File: src/rtl/coeff_bank_if.sv
`default_nettype none
// +----------------------------------------------------------------------------+
// | Module   : coeff_bank_if                                                   |
// | Purpose  : Bundles the coefficient-bank signals: fetch-stage handshake,    |
// |            internal coefficient RAM read port, frame swap strobe and the   |
// |            datapath random-access read port.                               |
// | Ports    : coeff_ready, ram_re, ram_addr, ram_data, frame_start, idx,      |
// |            coeff_out, bank_valid, load_busy, swap_done                     |
// |            master : drives the bank (fetch stage / RAM / datapath side)    |
// |            slave  : the coefficient bank itself                            |
// | Revision : 1.0 - initial release                                           |
// +----------------------------------------------------------------------------+
interface coeff_bank_if #(
  parameter int COEFF_ADDR_SIZE = 5,
  parameter int DATA_SIZE       = 32
) ();
  logic                       coeff_ready;
  logic                       ram_re;
  logic [COEFF_ADDR_SIZE-1:0] ram_addr;
  logic [DATA_SIZE-1:0]       ram_data;
  logic                       frame_start;
  logic [COEFF_ADDR_SIZE-1:0] idx;
  logic [DATA_SIZE-1:0]       coeff_out;
  logic                       bank_valid;
  logic                       load_busy;
  logic                       swap_done;

  modport master (
    output coeff_ready, ram_data, frame_start, idx,
    input  ram_re, ram_addr, coeff_out, bank_valid, load_busy, swap_done
  );

  modport slave (
    input  coeff_ready, ram_data, frame_start, idx,
    output ram_re, ram_addr, coeff_out, bank_valid, load_busy, swap_done
  );
endinterface
`default_nettype wire

File: src/rtl/coeff_bank.sv
`default_nettype none
// +----------------------------------------------------------------------------+
// | Module   : coeff_bank                                                      |
// | Purpose  : Double-buffered coefficient store. On a coeff_ready rising edge |
// |            the full coefficient set is streamed from the fetch stage's     |
// |            internal RAM into the shadow bank; at the next frame_start the  |
// |            shadow becomes the active bank. The active bank answers         |
// |            registered random-access reads so coefficients never change     |
// |            mid-frame.                                                      |
// | Ports    : clk   - system clock                                            |
// |            nRST  - asynchronous reset, active high                         |
// |            bus   - coeff_bank_if.slave (handshake, RAM port, read port)    |
// | Revision : 1.0 - initial release                                           |
// +----------------------------------------------------------------------------+
module coeff_bank #(
  parameter int COEFF_ADDR_SIZE = 5,
  parameter int COEFF_NB        = 26,
  parameter int DATA_SIZE       = 32
) (
  input  wire logic   clk,
  input  wire logic   nRST,
  coeff_bank_if.slave bus
);

  localparam logic [1:0] c_IDLE = 2'd0;
  localparam logic [1:0] c_LOAD = 2'd1;
  localparam logic [1:0] c_PEND = 2'd2;

  localparam logic [COEFF_ADDR_SIZE:0]   c_NB   = (COEFF_ADDR_SIZE+1)'(COEFF_NB);
  localparam logic [COEFF_ADDR_SIZE-1:0] c_LAST = COEFF_ADDR_SIZE'(COEFF_NB - 1);

  logic [1:0]                 state_q, state_d;
  logic                       cr_prev_q;
  logic [COEFF_ADDR_SIZE-1:0] rd_cnt_q;
  logic [COEFF_ADDR_SIZE-1:0] wr_cnt_q;
  logic                       issue_done_q;
  logic                       re_dly_q;
  logic                       act_sel_q;
  logic                       bank_valid_q;
  logic [DATA_SIZE-1:0]       coeff_out_q;

  // Bank contents carry no reset; index act_sel_q is active, ~act_sel_q is shadow.
  logic [DATA_SIZE-1:0]       bank_q [2][COEFF_NB];

  logic                       w_rise;
  logic                       w_swap;
  logic                       w_load_start;
  logic                       w_wr_en;
  logic                       w_ram_re;
  logic                       w_load_busy;
  logic                       w_swap_done;
  logic [DATA_SIZE-1:0]       w_rd_word;

  assign w_rise = bus.coeff_ready & ~cr_prev_q;
  assign w_swap = (state_q == c_PEND) && bus.frame_start;
  // In PENDING a simultaneous frame_start wins and the edge is dropped.
  assign w_load_start = w_rise &&
                        ((state_q == c_IDLE) || ((state_q == c_PEND) && !bus.frame_start));
  // RAM data returns one cycle after each issued read.
  assign w_wr_en = (state_q == c_LOAD) && re_dly_q;

  // ---------------- FSM: state register ----------------
  always_ff @(posedge clk or posedge nRST) begin
    if (nRST) begin
      state_q <= c_IDLE;
    end else begin
      state_q <= state_d;
    end
  end

  // ---------------- FSM: next state ----------------
  always_comb begin
    state_d = state_q;
    case (state_q)
      c_IDLE: if (w_load_start) state_d = c_LOAD;
      c_LOAD: if (w_wr_en && (wr_cnt_q == c_LAST)) state_d = c_PEND;
      c_PEND: begin
        if (w_swap)            state_d = c_IDLE;
        else if (w_load_start) state_d = c_LOAD;
      end
      default:                 state_d = c_IDLE;
    endcase
  end

  // ---------------- FSM: outputs ----------------
  always_comb begin
    w_ram_re    = 1'b0;
    w_load_busy = 1'b0;
    w_swap_done = 1'b0;
    case (state_q)
      c_LOAD: begin
        w_ram_re    = ~issue_done_q;
        w_load_busy = 1'b1;
      end
      c_PEND:  w_swap_done = bus.frame_start;
      default: ;
    endcase
  end

  // ---------------- Counters, bank select, read port ----------------
  always_ff @(posedge clk or posedge nRST) begin
    if (nRST) begin
      cr_prev_q    <= 1'b0;
      rd_cnt_q     <= '0;
      wr_cnt_q     <= '0;
      issue_done_q <= 1'b0;
      re_dly_q     <= 1'b0;
      act_sel_q    <= 1'b0;
      bank_valid_q <= 1'b0;
      coeff_out_q  <= '0;
    end else begin
      cr_prev_q <= bus.coeff_ready;
      re_dly_q  <= w_ram_re;
      if (w_load_start) begin
        rd_cnt_q     <= '0;
        wr_cnt_q     <= '0;
        issue_done_q <= 1'b0;
      end else begin
        // rd_cnt_q parks on the last address so ram_addr holds it afterwards.
        if (w_ram_re) begin
          if (rd_cnt_q == c_LAST) issue_done_q <= 1'b1;
          else                    rd_cnt_q     <= rd_cnt_q + 1'b1;
        end
        if (w_wr_en) wr_cnt_q <= wr_cnt_q + 1'b1;
      end
      if (w_swap) begin
        act_sel_q    <= ~act_sel_q;
        bank_valid_q <= 1'b1;
      end
      // Uses the pre-swap act_sel_q, so the swap cycle still reads the old bank.
      coeff_out_q <= w_rd_word;
    end
  end

  always_ff @(posedge clk) begin
    if (w_wr_en) bank_q[~act_sel_q][wr_cnt_q] <= bus.ram_data;
  end

  always_comb begin
    w_rd_word = '0;
    if (bank_valid_q && ({1'b0, bus.idx} < c_NB)) w_rd_word = bank_q[act_sel_q][bus.idx];
  end

  assign bus.ram_re     = w_ram_re;
  assign bus.ram_addr   = rd_cnt_q;
  assign bus.coeff_out  = coeff_out_q;
  assign bus.bank_valid = bank_valid_q;
  assign bus.load_busy  = w_load_busy;
  assign bus.swap_done  = w_swap_done;

endmodule
`default_nettype wire
File: src/flat_wrapper.sv
// flat-port wrapper written by rule: the top's interface ports become plain ports
module coeff_bank_flat 
#(
  parameter int COEFF_ADDR_SIZE = 5,
  parameter int COEFF_NB        = 26,
  parameter int DATA_SIZE       = 32
)
  (clk, nRST, bus_coeff_ready, bus_ram_data, bus_frame_start, bus_idx, bus_ram_re, bus_ram_addr, bus_coeff_out, bus_bank_valid, bus_load_busy, bus_swap_done);
  coeff_bank_if #(.COEFF_ADDR_SIZE(COEFF_ADDR_SIZE), .DATA_SIZE(DATA_SIZE)) bus_i ();
  input  wire logic clk;
  input  wire logic nRST;
  input wire logic [$bits(bus_i.coeff_ready)-1:0] bus_coeff_ready;
  input wire logic [$bits(bus_i.ram_data)-1:0] bus_ram_data;
  input wire logic [$bits(bus_i.frame_start)-1:0] bus_frame_start;
  input wire logic [$bits(bus_i.idx)-1:0] bus_idx;
  output wire logic [$bits(bus_i.ram_re)-1:0] bus_ram_re;
  output wire logic [$bits(bus_i.ram_addr)-1:0] bus_ram_addr;
  output wire logic [$bits(bus_i.coeff_out)-1:0] bus_coeff_out;
  output wire logic [$bits(bus_i.bank_valid)-1:0] bus_bank_valid;
  output wire logic [$bits(bus_i.load_busy)-1:0] bus_load_busy;
  output wire logic [$bits(bus_i.swap_done)-1:0] bus_swap_done;
  assign bus_i.coeff_ready = bus_coeff_ready;
  assign bus_i.ram_data = bus_ram_data;
  assign bus_i.frame_start = bus_frame_start;
  assign bus_i.idx = bus_idx;
  assign bus_ram_re = bus_i.ram_re;
  assign bus_ram_addr = bus_i.ram_addr;
  assign bus_coeff_out = bus_i.coeff_out;
  assign bus_bank_valid = bus_i.bank_valid;
  assign bus_load_busy = bus_i.load_busy;
  assign bus_swap_done = bus_i.swap_done;
  coeff_bank #(.COEFF_ADDR_SIZE(COEFF_ADDR_SIZE), .COEFF_NB(COEFF_NB), .DATA_SIZE(DATA_SIZE)) u_core (.clk(clk), .nRST(nRST), .bus(bus_i));
endmodule
File: config.mk
export PLATFORM = sky130hd
export DESIGN_NAME = coeff_bank_flat
export DESIGN_NICKNAME = d
export VERILOG_FILES = /design/src/rtl/coeff_bank_if.sv /design/src/rtl/coeff_bank.sv /design/src/flat_wrapper.sv
export SDC_FILE = /design/constraint.sdc
export NUM_CORES = 1
export LEC_CHECK = 0
export ABC_CLOCK_PERIOD_IN_PS = 3400
export CORE_MARGIN = 2
export CORE_UTILIZATION = 35
export DETAILED_ROUTE_END_ITERATION = 16
export PLACE_DENSITY = 0.6
export SYNTH_ARGS = -nofsm -noshare
export SYNTH_HDL_FRONTEND = slang
export SYNTH_SLANG_ARGS = --single-unit
File: constraint.sdc
create_clock -name clk -period 3.4 [get_ports clk]
set_input_delay 1.02 -clock clk [delete_from_list [all_inputs] [get_ports clk]]
set_output_delay 1.02 -clock clk [all_outputs]
set_load 0.05 [all_outputs]
* Yosys cells after proc, flatten, opt, wreduce, memory -nomap -nowiden
Memory sizes are Yosys's and may differ from the RTL's.
Index checks and enable logic that the tools add are counted.
** Cells by class
- $add $sub $neg :: 2
- Order comparisons :: 4
- Eq/ne operators :: 6
- Muxes and demuxes :: 23
- Bitwise operators :: 6
- Reduce and logical (&&, ||, !) cells :: 15
** Operator list (count)
- 2-to-1 mux 832 bit :: 1
- binary-select mux 32 bit (select 5 bit) :: 1
- demux 32 bit (select 5 bit) :: 1
- 2-to-1 mux 32 bit :: 4
- 2-to-1 mux 5 bit :: 5
- >= comparator 6 bit (second input constant) :: 2
- NOT 5 -> 6 bit :: 2
- adder 5 x 1 -> 5 bit (second input constant) :: 2
- == test 5 bit (second input constant) :: 2
- logical AND 1 bit :: 7
- 2-to-1 mux 1 bit :: 7
- < comparator 6 x 1 -> 1 bit (second input constant) :: 1
- 2-to-1 mux 2 bit :: 3
- case mux 2 bit (3 select lines) :: 1
- nonzero test 2 bit :: 3
- < comparator 5 bit (second input constant) :: 1
- AND reduction 2 bit :: 2
- NOT 1 bit :: 3
- == test 2 x 1 -> 1 bit (second input constant) :: 1
- == test 2 bit (second input constant) :: 1
- logical NOT 2 bit :: 1
- != test 2 x 1 -> 1 bit (second input constant) :: 1
- != test 2 bit (second input constant) :: 1
- AND 1 bit :: 1
- other kinds (2) :: 2
** Storage, ports and cells
- Register bits :: 49
- Memory bits (writable) :: 1664
- Input port bits :: 41
- Output and inout bits :: 41
- Logic and storage cells :: 66
- Memories :: 1
** Memories
- u_core.bank_q :: words 2, bits a word 832, rd ports 1, clocked after Yosys merged registers in 0, wr ports 1, line coeff_bank.sv:43 : logic [DATA_SIZE-1:0] bank_q [2][COEFF_NB];

* Longest topological paths before layout
Gate-level depths: netlist (run 1).
- Depth after elaboration :: 7
- Gate-level depth with buffers :: 10
- Mapped depth without buffers :: 7

* Worst setup path before layout (run 1)
No wires, ideal clock.
- Path kind :: flip-flop to flip-flop
- Start point :: register u_core.act_sel_q
- End point :: memory u_core.bank_q[1][160] (netlist bit), enable pin
- Library setup time :: 0.421 ns
- Arrival :: 3.147 ns
- Data required time :: 2.979 ns
- Slack :: -0.168 ns
- Cell stages (with the launch flop) :: 10
- Path buffers :: 6
- Period minus slack after synthesis :: 3.568 ns
- Cells stage by stage :: dfrtp_1 buf_6 buf_6 buf_6 buf_6 buf_6 buf_2 nor3_1 nand2_1 nor2_1
** On the way
- Word-level cells in the longest chain between the ends :: 1
** RTL lines
- start: declaration :: line coeff_bank.sv:38 : logic act_sel_q;
- start signal: assignment :: line coeff_bank.sv:127 : act_sel_q <= ~act_sel_q;
- NOT 1 bit :: line coeff_bank.sv:136 : if (w_wr_en) bank_q[~act_sel_q][wr_cnt_q] <= bus.ram_data;
- end: declaration :: line coeff_bank.sv:43
No other way between the ends.

* Final worst setup path (run 1)
- Start point :: register u_core.act_sel_q
- End point :: register u_core.coeff_out_q[22] (netlist: u_core.bus.coeff_out[22])
** On the way
- Word-level cells in the longest chain between the ends :: 5
** RTL lines
- memory (2 x 832 bit)
- binary-select mux 32 bit (select 5 bit) :: line coeff_bank.sv:141 : if (bank_valid_q && ({1'b0, bus.idx} < c_NB)) w_rd_word = bank_q[act_sel_q][bus.idx];
- 2-to-1 mux 32 bit (implied by the code) (2 in series) :: line coeff_bank.sv:141
- 2-to-1 mux 32 bit :: line coeff_bank.sv:141
- named net u_core.w_rd_word[22] :: line coeff_bank.sv:52 : logic [DATA_SIZE-1:0] w_rd_word;
- end signal: assignment :: line coeff_bank.sv:131 : coeff_out_q <= w_rd_word;
- end: declaration :: line coeff_bank.sv:40 : logic [DATA_SIZE-1:0] coeff_out_q;
The timed path passes the listed nets, and every way through them passes these cells. The select of a mux whose other input is x is not followed.
A chain may end at the register's enable or synchronous reset.

==> impl.org, run 1 <==
** Logic synthesis
- After Yosys synthesis, and, or, nand and nor cells account for ~2.3% of the synthesized area.
- Post-Synth Adder-Cell Area :: 0.114%
- After synthesis, the largest area contributor takes up between 70% and 80% of total cell area.
- Library cells used by synthesis :: between 40 and 50
- Post-synthesis xor/xnor area fraction :: 0.120%
- After synthesis the cells add up to around 66000 um^2.
- Part of the Yosys area used for sequential elements :: 78.0%
- Net count of the mapped netlist :: around 3100
- Avg Synthesized Cell Area :: between 20 and 25 um^2
- In this run, synthesis produced a sequential element count of around 1700.
- After synthesis, the largest family of logic cells by area is multiplexers.
- Post-synth EDFFs :: approximately 1700
- For this run, asynchronously set or reset flops after synthesis account for roughly 2.9%.
- Most frequently used flop master after synthesis :: edfxtp_1
- Multiplexer fraction of the synthesized cell area :: roughly 14%
- The largest total area in the synthesized netlist belongs to edfxtp_1.
- The Yosys step of the flow raised 0 warnings.
- Compound-gate portion of the synthesized area :: 3.72%
- Top post-synthesis cells by area :: edfxtp_1, mux4_2, mux2i_1
- Counting every instance in the synthesized netlist gives roughly 3100.

** Routing
- Total number of vias :: approximately 33000
- Vias per cell :: between 5 and 6
- Number of routed nets with antenna violations :: 0
- Average wire per cell in the routed design :: about 29 um
- The first detailed-routing pass ran for 7 iterations.
- Initial detailed-routing violation count :: slightly above 3000
- Wire length after detailed routing :: approximately 170 mm
- After detailed routing, the number of remaining DRC violations is 0.

** STA
- The final number of max-transition violations came to 0.
- Final hold analysis gives a worst-case slack of around 0.5 ns.
- For the pin with the worst max-slew slack, the measured transition is roughly 1.2 ns.
- RSZ-0062 raised after global routing :: no
- Based on the critical path, the design can be clocked at up to between 200 and 300 MHz.
- Setup violators final :: 0
- Final period demand of the worst path :: around 3.4 ns
- Skew final :: roughly 0.025 ns
- The hold violation count in the final report was 0.
- Period utilization :: between 90% and 100%
- Headroom to the max-slew limit came out at 21.6%.

** GRT
- In the global route stage, overall resource usage came out at 18.1%.
- Entering global routing, the biggest net connects 60 pins.
- The number of antenna violations at the first check in global routing was 20.
- Number of global-route vias before repair :: approximately 33000
- Wire length of the first global-routing pass :: between 200 and 250 mm
- Summed over all layers, the global routing overflow is 0.

** Die
- Effective utilization at floorplan :: a little over a third
- Core region area :: 186000 um^2
- The die covers about 190000 um^2.
- In this run the vertical extent of the chip is around 440 um.
- The floorplan has 158 rows.
- Horizontal die dimension :: between 400 and 500 um
- Number of placed I/O pins :: 82

** Setup path
- In this run the worst path has a maximum fanout of 32.
- Data required time at the worst endpoint :: between 4 and 5 ns
- Register-to-register path setup slack :: between 0.04 and 0.05 ns
- CP Cell Sequence :: buf_12, buf_12, mux4_2, mux2_2, a221oi_1, o32ai_1
- Buffering stage count on the worst path with inverters included :: 2
- CP Data Arrival Time :: slightly below 4 ns
- For this design, the slowest cell found on the critical path is a221oi_1.
- CP top delay family :: compound AO/OA/AOI/OAI gates
- In this design, the critical path's most frequently occurring cell is buf_12.
- Origin of the critical flop-to-flop path :: u_core.act_sel_q
- Maximum cell stage delay along the critical path :: about 0.96 ns
- In this run the critical register-to-register path is captured at u_core.bus.coeff_out[22].
- By startpoint and endpoint, the worst setup path is classified as register to register.
- CP endpoint kind :: register
- STA classifies the critical path startpoint as a register.
- Measured in cells, the most critical reg-to-reg path has a length of 6.

** Placed design
- Placed inst area :: 71700 um^2
- Routability-driven placement finished with a final weighted congestion of ~0.78.
- Detailed placement finished with a half-perimeter wire length of a little under 100 mm.
- In this run the tool buffered the top-level ports with between 80 and 90 buffer cells.

** Clock network
- Clock Sink Count :: 1713
- Buffers added to address setup during post-CTS repair amount to 0.
- Once the clock tree was built, the resizer swapped 3 gates to a different size.
- CTS Buf Count :: 172
- TritonCTS clock tree :: built
- H-Tree Depth :: 4
- The longest clock path from root to sink contains 3 buffers.
- Buffers inserted to repair hold after CTS numbered 0.
- Clock latency on the worst-skew pair, taken at its later pin, is just under 0.8 ns.
- CTS placed an instance of clkbuf_16 at the clock tree root.
- Clk pin slew, worst setup/hold paths :: ~0.060 ns

** Layout
- Post-layout net count :: 3452
- From synthesis to final layout, the design area changed by 17.3%.
- Share of the core filled with cells in the final layout :: 41.4%
- In the final layout, the share of cells above drive strength 1 is between 20% and 30%.
- Non-Filler Cell Area, Final :: just under 80000 um^2

** Power and ir drop
- For this design the ratio of total power to cell area is around 640 nW/um^2.
- Worst vdd rail ir drop :: about 0.52 mV
- Leakage Power :: 24.7 nW

** Worst hold path
- Worst min-delay path startpoint :: u_core.issue_done_q
- Hold path endpoint :: u_core.re_dly_q
- Along the worst hold path, the cell count comes to 1.
- Worst hold-check path type :: register to register

** Run
- The tool flagged a number of max-cap violations equal to 0.

** Status
- Run status :: completed
power breakdown:
group	internal (mW)	switching [mW]	total, mW
sequential	24.3	0.371	24.7
combinational	2.45	4.10	6.55
clock	10.2	7.76	18.0
cell type report:
class                      count  area, um^2
antenna                        5        12.5
clock buffer                 226        4680
clock inverter                85         623
fill                       16200      109000
inverter                       7        26.3
multi-input combinational   1180       13900
sequential                  1713       51200
tap                         2480        3100
timing repair buffer         331        3490
layout by cell type (no fill, tap or decap), drive strengths merged, types with 15 or more instances in the layout:
| cell | n |
|---|---|
| o221ai | 29 |
| nor2b | 66 |
| nor2 | 110 |
| clkinv | 69 |
| dfrtp | 49 |
| clkdlybuf4s50 | 43 |
| nand2 | 70 |
| mux2i | 189 |
| a21boi | 15 |
| o32ai | 29 |
| a22oi | 16 |
| mux2 | 60 |
| o22ai | 35 |
| a2111oi | 26 |
| buf | 285 |
| mux4 | 295 |
| clkbuf | 226 |
| edfxtp | 1664 |
| a211oi | 60 |
| a221oi | 66 |
| nor4 | 27 |
through the flow:
step                      setup WS, ns  setup TNS, ns  total power, mW  instances
after global placement          -0.567          -2.07             31.7       5710
after floorplan                 -0.168        -121.45             28.8       3083
after detailed placement        -0.256          -1.50             31.7       5711
final                           0.0428              0             49.3       6027
after CTS                       0.0443              0             49.6       6022
after global routing            0.0489              0             50.8       6023
worst max-delay path by stage:
stage                            startpoint                       end  slack, ns  depth (start not counted)
floorplan                  u_core.act_sel_q     u_core.bank_q[1][160]      -0.17                          9
global route               u_core.act_sel_q  u_core.bus.coeff_out[22]       0.05                          6
global placement                 bus_idx[1]  u_core.bus.coeff_out[22]      -0.57                          8
detailed placement               bus_idx[0]  u_core.bus.coeff_out[18]      -0.26                          8
CTS                 u_core.bus.coeff_out[2]          bus_coeff_out[2]       0.04                          1
finish                     u_core.act_sel_q  u_core.bus.coeff_out[22]       0.04                          6
sequential cells by signal (all words and copies together), names as in the netlist:
name                   flops
u_core.bank_q           1664
u_core.issue_done_q        1
u_core.bus.coeff_out      32
u_core.cr_prev_q           1
u_core.wr_cnt_q            5
u_core.state_q             2
u_core.act_sel_q           1
u_core.bus.ram_addr        5
u_core.bus.bank_valid      1
u_core.re_dly_q            1
kinds of logic (layout without fill, tap and decap cells):
logic type / after synthesis / count (layout)
multiplexers: 544 / 544
AND/OR/NAND/NOR: 316 / 316
other: 0 / 5
XOR/XNOR: 9 / 9
flip-flops: 1713 / 1713
buffers and inverters: 190 / 649
AO/OA/AOI/OAI: 305 / 305
adder cells (fa/ha/maj): 6 / 6
synth_stat cells (3+ instances only):
| library cell | count |
|---|---|
| xnor2_1 | 3 |
| a2111oi_0 | 26 |
| nor3_1 | 8 |
| mux2_2 | 60 |
| o211ai_1 | 3 |
| a22oi_1 | 16 |
| edfxtp_1 | 1664 |
| nand2_1 | 70 |
| nand3_1 | 9 |
| mux4_1 | 27 |
| mux4_2 | 268 |
| nand4_1 | 4 |
| ha_1 | 6 |
| dfrtp_1 | 49 |
| nor2b_1 | 66 |
| o221ai_1 | 29 |
| a211oi_1 | 60 |
| o2bb2ai_1 | 3 |
| o32ai_1 | 29 |
| a21o_1 | 4 |
| xor2_1 | 6 |
| a22o_1 | 5 |
| a21oi_1 | 9 |
| mux2i_1 | 189 |
| nor4_1 | 27 |
| buf_1 | 8 |
| buf_4 | 28 |
| a221oi_1 | 62 |
| nand3b_1 | 3 |
| or3_1 | 3 |
| nand2b_1 | 6 |
| buf_2 | 58 |
| inv_1 | 7 |
| and3_1 | 3 |
| buf_6 | 17 |
| a221oi_2 | 4 |
| a31oi_1 | 3 |
| a21boi_0 | 15 |
| clkbuf_1 | 72 |
| nor2_1 | 109 |
| o22ai_1 | 35 |
per-layer routing:
layer	track usage [%]	share of wire, %
met1	24.3	41
met2	29.4	49
met3	3.37	6.7
met4	6.37	3.4
met5	0	0.036
Note: power is estimated with default switching activity, not from simulation.
==> run 2: changes to the inputs <==
--- a/config.mk
+++ b/config.mk
@@ -6,7 +6,7 @@
 export NUM_CORES = 1
 export LEC_CHECK = 0
 export ABC_CLOCK_PERIOD_IN_PS = 3400
-export CORE_MARGIN = 2
+export CORE_MARGIN = 3
 export CORE_UTILIZATION = 35
 export DETAILED_ROUTE_END_ITERATION = 16
 export PLACE_DENSITY = 0.6
==> run 2 against run 1 <==
  * Wire length increased by 0.64%
  * Power decreased by 0.33%
  * Highest routed layer unchanged
  * First-iteration DRC count increased by 9.8%
  * Via count increased by 0.71%
  * Final area about the same
  * Utilization about the same
  * Die area increased by 0.92%
==> impl.org, run 2 (same netlist as run 1, synthesis figures left out) <==
** Layout
- Fraction of final layout cells with drive strength greater than 1 :: 25.8% (was 25.6%)
- Most frequent cells in the layout: edfxtp_1, mux4_2, buf_4, mux2i_1, clkbuf_16 (was edfxtp_1, mux4_2, mux2i_1, clkbuf_16, buf_4).
- Synth-to-Final Area Change :: 17.2% (was 17.3%)
- The area occupied by multi-input gates came to 13900 um^2 (about the same).
- Flip-flop count of the largest register after layout :: 1664 (unchanged)
- Number of fillers in the final layout :: 16200 (about the same)
- The storage element area is 51200 um^2 (unchanged).
- The most common cell after layout, fill and taps aside is edfxtp_1 (unchanged).
- The share of the core filled with cells was 41.4% (about the same).
- The final cell count without fillers came to 6040 (was 6027).
- The post-route standard cell area excluding fillers is 76900 um^2 (was 77000 um^2).
- Post-layout net count :: 3463 (was 3452)
- The register with the most flip-flops was u_core.bank_q (unchanged).

** Setup path
- CP endpoint kind :: primary output (was register)
- Kind of start point of the critical path :: register (unchanged)
- CP Cell Sequence: clkdlybuf4s50_1 (was buf_12, buf_12, mux4_2, mux2_2, a221oi_1, o32ai_1).
- Reg-to-reg critical path endpoint :: u_core.bus.coeff_out[7] (was u_core.bus.coeff_out[22])
- WS Path Type :: register to primary output (was register to register)
- The origin of the critical flop-to-flop path is u_core.act_sel_q (unchanged).
- The depth of the worst register-to-register path came to 6 (unchanged).
- Data required time at the worst endpoint :: 2.38 ns (was 4.01 ns)
- CP top delay family :: buffers and inverters (was compound AO/OA/AOI/OAI gates)
- Buffering stage count on the worst path with inverters included :: 1 (was 2)
- The highest-delay cell along the critical path is clkdlybuf4s50_1 (was a221oi_1).
- The maximum fanout encountered on the critical timing path is 1 (was 32).
- The delay of the slowest cell on the worst path was 0.89 ns (was 0.96 ns).
- The reg-to-reg setup timing slack is 0.15 ns (was 0.04 ns).
- The worst path arrival time was 2.26 ns (was 3.97 ns).

** STA
- Final period demand of the worst path :: 3.28 ns (was 3.36 ns)
- The hold violation count in the final report came to 0 (unchanged).
- RSZ-0062 raised after global routing: no (unchanged).
- Headroom to the max-slew limit :: 18.8% (was 21.6%)
- The minimum hold slack was 0.508 ns (was 0.510 ns).
- The post-route setup TNS is 0 ns (unchanged).
- Slew @ Worst Pin :: 1.22 ns (was 1.18 ns)
- The final number of max-transition violations is 0 (unchanged).
- The final worst-path setup slack is 0.118 ns (was 0.0428 ns).
- Period utilization :: 96.5% (was 98.7%)
- The final setup violation count is 0 (unchanged).
- The post-route clock skew is 0.0207 ns (was 0.0252 ns).
- The maximum achievable frequency came to 305 MHz (was 298 MHz).

** Placed design
- Total instance count after detailed placement :: 5722 (was 5711)
- Dpl ws :: -0.236 ns (was -0.256 ns)
- Routability congestion estimate from global placement :: 0.794 (was 0.780)
- The count of input and output buffers is 81 (unchanged).
- Placed inst area :: 71600 um^2 (was 71700 um^2)
- DP HPWL :: 99.2 mm (was 98.8 mm)

** Die
- The number of top-level pins is 82 (unchanged).
- Vert. Die Dim :: 439 um (was 437 um)
- Effective utilization at floorplan :: 35.3% (unchanged)
- The placeable core region is 186000 um^2 (unchanged).
- Horizontal die dimension :: 439 um (was 437 um)
- The area of the die is 193000 um^2 (was 191000 um^2).
- The count of standard-cell rows came to 158 (unchanged).

** Power and ir drop
- Leakage Power :: 24.7 nW (about the same)
- Total chip power :: 49.1 mW (was 49.3 mW)
- Worst vdd rail ir drop :: 0.437 mV (was 0.520 mV)
- Total power per unit cell area :: 638 nW/um^2 (was 640 nW/um^2)

** GRT
- The number of antenna violations at the first check in global routing came to 12 (was 20).
- The global-route wire length before repair is 249 mm (was 247 mm).
- The total global-route track usage came to 18.0% (was 18.1%).
- Number of global-route vias before repair :: 32800 (was 33300)
- The pin count of the biggest net entering global routing came to 53 (was 60).
- Residual overflow from global routing :: 0 (unchanged)

** Routing
- Wire length after detailed routing :: 175 mm (was 174 mm)
- Iteration count of the initial detailed-routing pass :: 5 (was 7)
- Total number of vias :: 33100 (was 32900)
- The number of DRC markers in iteration 0 was 3339 (was 3040).
- The average via count per standard cell came to 5.48 (was 5.46).
- Average wire per cell in the routed design :: 29.0 um (was 28.9 um)
- The number of nets with antenna violations after detailed routing is 0 (unchanged).
- DRC violation count after routing :: 0 (unchanged)

** Clock network
- Clock Path Buffers :: 3 (unchanged)
- Clock insertion delay at the later pin of the skew report :: 0.80 ns (was 0.79 ns)
- H-Tree Depth :: 4 (unchanged)
- The number of CTS-inserted buffers was 172 (unchanged).
- The clock-pin slew on the worst setup and hold paths came to 0.06 ns (about the same).
- Post-CTS Setup Inserts :: 0 (unchanged)
- Clock Sink Count :: 1713 (unchanged)
- TritonCTS clock tree :: built (unchanged)
- The library cell used as clock root buffer is clkbuf_16 (unchanged).

** Worst hold path
- The startpoint of the lowest-slack hold path is u_core.issue_done_q (unchanged).
- Number of cells on the worst hold path :: 1 (unchanged)
- Hold path endpoint :: u_core.re_dly_q (unchanged)
- The kind of path behind the tightest hold check was register to register (unchanged).

** Run
- Total of max-cap violations :: 0 (unchanged)

** Status
- Run status: completed (unchanged).
[run 2: power by group]
part	total, mW	internal, mW	switching (mW)
logic	6.66	2.49	4.17
clock network	17.7	9.99	7.75
registers	24.7	24.3	0.355
[run 2: timing repair]
item	4_1_cts	5_1_grt
setup endpoints to repair	2	3
pin swaps	0	0
hold endpoints to repair	0	0
gates resized for setup	2	4
hold buffers	0	0
[run 2: how the worst max path moves through the flow]
stage,startpoint,end,slack (ns),cells past startpoint
global route,u_core.bus.coeff_out[23],bus_coeff_out[23],0.1,1
detailed placement,bus_idx[0],u_core.bus.coeff_out[12],-0.24,8
finish,u_core.bus.coeff_out[23],bus_coeff_out[23],0.12,1
floorplan,u_core.act_sel_q,u_core.bank_q[1][160],-0.17,9
global placement,bus_idx[0],u_core.bus.coeff_out[11],-0.99,7
CTS,u_core.state_q[1],bus_ram_re,0.03,3
[run 2: per-layer routing]
metal  up-vias  track usage, %  part of all wire [%]
met5         -               0                 0.013
met4         4            5.77                   2.8
met3       254            3.21                   7.2
met2      1395            29.2                    48
met1     17800            24.8                    42
li1      13700               -                     -
[run 2: final cells by class]
type	instances	share of cell area, %
flip-flops and latches	1713	66.6
multi-input cells	1180	18.0
clock buffers	233	6.06
repair buffers	342	4.50
well taps	2480	4.03
clock inverters	78	0.763
inverters	7	0.0342
diodes	7	0.0228
